<file path="src/rtl/disp_pkg.sv">
// Shared definitions for the 7-segment display blocks.
//   NDIG      : number of digits on the display
//   ADR_W     : width of a digit address
//   AN_OFF    : anode pattern with every digit dark (anodes are active-low)
//   an_decode : digit address -> active-low one-hot anode pattern
package disp_pkg;

    localparam int NDIG  = 4;
    localparam int ADR_W = 2;

    localparam logic [NDIG-1:0] AN_OFF = 4'b1111;

    function automatic logic [NDIG-1:0] an_decode(input logic [ADR_W-1:0] adr);
        logic [NDIG-1:0] w_one;
        w_one     = NDIG'(1);
        an_decode = ~(w_one << adr);
    endfunction

endpackage

</file>
<file path="src/rtl/disp_prescaler.sv">
// Clock-enable prescaler shared by the display blocks.
// Counts 0..CLK_DIV-1 and wraps; ce is high during the wrap cycle only.
// Ports:
//   clk : system clock, rising edge
//   rst : asynchronous reset, active-high (counter returns to 0)
//   ce  : one-cycle enable pulse, once every CLK_DIV cycles
module disp_prescaler #(
    parameter int CLK_DIV = 50000
) (
    input  logic clk,
    input  logic rst,
    output logic ce
);

    localparam int CNT_W = (CLK_DIV > 1) ? $clog2(CLK_DIV) : 1;
    localparam logic [CNT_W-1:0] CNT_LAST = CNT_W'(CLK_DIV - 1);

    logic [CNT_W-1:0] r_cnt;
    logic             w_wrap;

    assign w_wrap = (r_cnt == CNT_LAST);

    always_ff @(posedge clk or posedge rst) begin
        if (rst) begin
            r_cnt <= '0;
        end else if (w_wrap) begin
            r_cnt <= '0;
        end else begin
            r_cnt <= r_cnt + 1'b1;
        end
    end

    // Decoded straight from the counter so the reset value of the counter
    // forces ce low immediately on reset.
    assign ce = w_wrap;

endmodule

</file>
<file path="src/rtl/disp_scan_ptr.sv">
// Scan controller for the 4-digit 7-segment display.
// Steps the digit address round-robin, drives the active-low anodes, selects
// the digit nibble for the addressed position and holds the decimal-point
// pointer moved by debounced left/right button pulses.
// Optional feature, macro LEAD_ZERO_BLANK_EN: leading-zero blanking. Digit
// i>0 is dark when nibbles i..3 are all zero and i lies left of the pointer.
// Without the macro every digit is always lit.
// Ports:
//   clk     : system clock, rising edge
//   rst     : asynchronous reset, active-high
//   btn_l   : 1-cycle pulse, move decimal point one digit left (ptr+1)
//   btn_r   : 1-cycle pulse, move decimal point one digit right (ptr-1)
//   dat     : display value, nibble i = digit i (digit 0 rightmost)
//   adr_An  : current digit address
//   ptr     : decimal-point position
//   AN      : anode enables, active-low, one-hot-low
//   dig     : digit code of the addressed digit
//   ce_scan : 1-cycle pulse on every digit step
// No handshake: downstream stages are purely combinational on adr_An/ptr.
module disp_scan_ptr
    import disp_pkg::*;
#(
    parameter int               CLK_DIV  = 50000,
    parameter logic [ADR_W-1:0] PTR_INIT = 2'd0
) (
    input  logic             clk,
    input  logic             rst,
    input  logic             btn_l,
    input  logic             btn_r,
    input  logic [15:0]      dat,
    output logic [ADR_W-1:0] adr_An,
    output logic [ADR_W-1:0] ptr,
    output logic [NDIG-1:0]  AN,
    output logic [3:0]       dig,
    output logic             ce_scan
);

    logic             w_ce;
    logic [ADR_W-1:0] w_adr_next;
    logic [ADR_W-1:0] w_ptr_next;
    logic [NDIG-1:0]  w_an_next;
    logic [3:0]       w_dig_next;

    logic [ADR_W-1:0] r_adr;
    logic [ADR_W-1:0] r_ptr;
    logic [NDIG-1:0]  r_an;
    logic [3:0]       r_dig;

    disp_prescaler #(
        .CLK_DIV (CLK_DIV)
    ) u_prescaler (
        .clk (clk),
        .rst (rst),
        .ce  (w_ce)
    );

    // Address wraps 3 -> 0 naturally through the 2-bit adder.
    assign w_adr_next = w_ce ? (r_adr + 1'b1) : r_adr;

    // Pointer: both buttons together cancel out; independent of the scan step.
    always_comb begin
        w_ptr_next = r_ptr;
        case ({btn_l, btn_r})
            2'b10:   w_ptr_next = r_ptr + 1'b1;
            2'b01:   w_ptr_next = r_ptr - 1'b1;
            default: w_ptr_next = r_ptr;
        endcase
    end

    // AN and dig are loaded from the next address so all three registers
    // change on the same edge and always agree with each other.
    assign w_dig_next = dat[{w_adr_next, 2'b00} +: 4];

`ifdef LEAD_ZERO_BLANK_EN
    logic w_upper_zero;
    logic w_blank;

    // True when the addressed nibble and all nibbles left of it are zero.
    always_comb begin
        w_upper_zero = 1'b0;
        case (w_adr_next)
            2'd0:    w_upper_zero = (dat == 16'h0000);
            2'd1:    w_upper_zero = (dat[15:4] == 12'h000);
            2'd2:    w_upper_zero = (dat[15:8] == 8'h00);
            default: w_upper_zero = (dat[15:12] == 4'h0);
        endcase
    end

    // Compared against the next pointer so blanking tracks the ptr output
    // that is registered on the same edge.
    assign w_blank   = (w_adr_next != 2'd0) && w_upper_zero &&
                       (w_adr_next > w_ptr_next);
    assign w_an_next = w_blank ? AN_OFF : an_decode(w_adr_next);
`else
    assign w_an_next = an_decode(w_adr_next);
`endif

    always_ff @(posedge clk or posedge rst) begin
        if (rst) begin
            r_adr <= '0;
            r_ptr <= PTR_INIT;
            r_an  <= AN_OFF;
            r_dig <= 4'h0;
        end else begin
            r_adr <= w_adr_next;
            r_ptr <= w_ptr_next;
            r_an  <= w_an_next;
            r_dig <= w_dig_next;
        end
    end

    assign adr_An  = r_adr;
    assign ptr     = r_ptr;
    assign AN      = r_an;
    assign dig     = r_dig;
    assign ce_scan = w_ce;

endmodule

</file>
<file path="config.mk">
export PLATFORM = sky130hd
export DESIGN_NAME = disp_scan_ptr
export DESIGN_NICKNAME = d
export VERILOG_FILES = /design/src/rtl/disp_pkg.sv /design/src/rtl/disp_prescaler.sv /design/src/rtl/disp_scan_ptr.sv
export SDC_FILE = /design/constraint.sdc
export NUM_CORES = 1
export LEC_CHECK = 0
export CAP_MARGIN = 25
export CORE_ASPECT_RATIO = 0.75
export CORE_UTILIZATION = 45
export CTS_BUF_LIST = sky130_fd_sc_hd__clkbuf_4 sky130_fd_sc_hd__clkbuf_8 sky130_fd_sc_hd__clkbuf_16
export DETAILED_ROUTE_END_ITERATION = 16
export GPL_ROUTABILITY_DRIVEN = 0
export PLACE_DENSITY_LB_ADDON = 0.12
export SYNTH_ARGS = -nofsm -noshare
export SYNTH_HDL_FRONTEND = slang
export SYNTH_HIERARCHICAL = 1
export SYNTH_SLANG_ARGS = --single-unit
</file>
<file path="constraint.sdc">
create_clock -name clk -period 4.9 [get_ports clk]
set_input_delay 0.98 -clock clk [delete_from_list [all_inputs] [get_ports clk]]
set_output_delay 0.98 -clock clk [all_outputs]
set_load 0.1 [all_outputs]
</file>
==> flow_metrics.py <==
metrics = {
    "yosys": {
        "ys_seq_elements": 28,
        "syn_nets": 121,
        "syn_avg_cell_area_um2": 12.92,
        "netlist_instances": 99,
        "synth_cell_types": 25,
        "seq_area_frac_synth": 0.5519,
        "netlist_area_um2": 1279,
        "ys_warn_count": 6,
    },
    "sta": {
        "hold_viol": 0,
        "tns_ns": 0,
        "worst_pin_slew_ns": 0.9853,
        "maxSlewHeadroom": 0.3411,
        "hold_ws_ns": 0.4858,
        "min_period_ns": 3.286,
        "setup_viol": 0,
        "max_freq_mhz": 304.3,
        "slew_viol_final": 0,
        "period_share": 0.6707,
        "skew_ns": 0.009109,
        "rsz0062_at_grt": "no",
    },
    "cells_and_area": {
        "syn_to_final_growth_pct": 31.60,
        "final_cell_mix": "31 x clkdlybuf4s50_1, 24 x dfrtp_1, 10 x nor2_1",
        "ff_latch_area_um2": 705.7,
        "multi_input_area_um2": 558.0,
        "num-fill-cells": 226,
        "final_nets": 158,
        "n_antenna_cell": 0,
        "fin_area_um2": 1683,
        "final_layout_size_suffix_gt1_frac": 0.09701,
        "fin_cells": 170,
        "layout_commonest_cell": "clkdlybuf4s50_1",
        "final_util": 0.6368,
    },
    "setup_path": {
        "reg2reg_to": "dig[3]$_DFF_PP0_",
        "r2r_cells": 5,
        "required_ns": 3.92,
        "r2r_setup_slack_ns": 2.24,
        "path_class": "flop to output pin",
        "r2r-start": "u_prescaler/r_cnt[4]$_DFF_PP0_",
        "crit_arrival_ns": 2.31,
        "end_kind": "output pin",
        "cp-start-kind": "flop",
        "path_max_fanout": 12,
    },
    "clock_network": {
        "clk_latency_ns": 0.27,
        "cts_max_path_buffers": 2,
        "cts-root-buf": "clkbuf_8",
        "tritoncts": "yes",
        "cts_resized": 0,
        "ctsHoldBuffers": 0,
        "clock_sinks": 28,
        "cts_setup_buffers": 0,
        "cts_inserted_buffers": 3,
        "cts_max_level": 1,
        "clk_pin_slew_ns": 0.09,
    },
    "drt": {
        "drt_iter0_drc": 40,
        "drcViolationCount": 0,
        "wire_per_inst_um": 14.16,
        "drtAntennaViolNets": 0,
        "viasPerCell": 5.100,
        "wirelength_um": 2407,
        "dr.pass1.iters": 4,
        "routed-via-count": 867,
    },
    "floorplan": {
        "ios": 33,
        "chipHeight_um": 48.17,
        "die_w_um": 63.56,
        "rows": 16,
        "die_area_um2": 3061,
        "start_util": 0.4839,
        "core_um2": 2643,
    },
    "power": {
        "internal_power_w": 0.0003385,
        "switching_power_w": 0.0001654,
        "powerDensity_nw_per_um2": 299.4,
        "combPwrFrac": 0.268,
        "p_leak_nw": 0.7423,
        "p_clk_frac": 0.236,
        "seqPwrFrac": 0.496,
        "p_sw_frac": 0.3282,
        "peakVddDrop_mv": 0.1636,
    },
    "placed_design": {
        "placed_cells": 167,
        "port-buffer-count": 32,
        "placed_area_um2": 1642,
        "hpwlAfterDp_um": 1826,
    },
    "global_route": {
        "grt_usage": 0.1727,
        "grt_pass1_vias": 849,
        "grt_antenna_before_repair": 0,
        "grt.overflow.total": 0,
        "grt_pass1_wl_um": 3864,
        "grt_max_degree": 17,
    },
    "worst_hold_path": {
        "worstHoldStart": "ptr[1]$_DFFE_PP0P_",
        "min_path_type": "flop to flop",
        "min_path_cells": 1,
        "hold_end": "ptr[1]$_DFFE_PP0P_",
    },
    "flow_run": {
        "drv_cap": 0,
    },
    "run_status": {
        "status": "finished clean",
    },
}
==> synthesized netlist by cell type (all sizes together) <==
library cell,n,area share
nor2b,1,0.0049
o21ai,1,0.0039
or4b,1,0.011
dfstp,4,0.082
mux4,4,0.082
nor4,4,0.031
and4,1,0.0069
xor2,8,0.055
nand2b,2,0.0098
or2,1,0.0049
nand4,6,0.029
or3,1,0.0049
nand3,3,0.012
xnor2,9,0.073
a21oi,1,0.0039
inv,4,0.012
or2b,1,0.0059
or4bb,2,0.018
mux2i,1,0.0078
ha,2,0.020
dfrtp,24,0.47
nand2,8,0.023
nor2,10,0.029
==> power by group through the flow <==
stage	combinational, W	sequential [W]	clock, W
floorplan	0.0000205	0.000328	0
global route	0.000140	0.000251	0.000131
detailed placement	0.000135	0.000254	0
global placement	0.000135	0.000254	0
CTS	0.000136	0.000250	0.000124
finish	0.000135	0.000250	0.000119
==> worst max-delay path, stage by stage (launching register included) <==
cell and delay [ns]:
dfrtp_1 0.44, or4b_4 0.55, nor4_4 0.64, buf_4 0.41
==> layer usage <==
metal / vias up / wire length [um] / global-route usage
li1: 420 / - / -
met1: 432 / 1165 / 0.2310
met2: 15 / 1149 / 0.2915
met3: 0 / 92 / 0.05140
met4: 0 / 0 / 0.02727
met5: - / 0 / 0
==> how the worst max path moves through the flow <==
stage,startpoint,to,slack [ns]
after floorplan,u_prescaler/r_cnt[4]$_DFF_PP0_,dig[0]$_DFF_PP0_,1.55
after global placement,u_prescaler/r_cnt[4]$_DFF_PP0_,ce_scan,1.90
after detailed placement,u_prescaler/r_cnt[4]$_DFF_PP0_,ce_scan,1.90
after CTS,u_prescaler/r_cnt[4]$_DFF_PP0_,ce_scan,1.60
after global routing,u_prescaler/r_cnt[0]$_DFF_PP0_,ce_scan,1.46
final,u_prescaler/r_cnt[4]$_DFF_PP0_,ce_scan,1.61
==> metrics by stage <==
step	worst slack, ns	power (W)
CTS	1.596	0.0005099
detailed placement	1.897	0.0003896
finish	1.614	0.0005039
global route	1.461	0.0005224
global placement	1.904	0.0003894
floorplan	1.553	0.0003489
==> layout make-up <==
| class | instances | area share |
|---|---|---|
| Sequential cell | 28 | 0.4193 |
| Timing Repair Buffer | 32 | 0.1888 |
| Tap cell | 36 | 0.02677 |
| Clock buffer | 3 | 0.02454 |
| Multi-Input combinational cell | 67 | 0.3316 |
| Inverter | 4 | 0.008922 |
==> registers in the layout, summed over array words and instances (netlist names) <==
name	count
u_prescaler/r_cnt	16
AN	4
dig	4
adr_An	2
ptr	2
==> logic make-up (layout without fill, tap and decap cells) <==
group           after synthesis  in the layout  synth area share
compound gates                2              2          0.007820
fa+ha+maj                     2              2           0.01957
buf+inv                       4             39           0.01174
flops                        28             28            0.5519
mux                           5              5           0.09002
simple gates                 41             41            0.1908
xor+xnor                     17             17            0.1282
(Power assumes the default switching activity.)
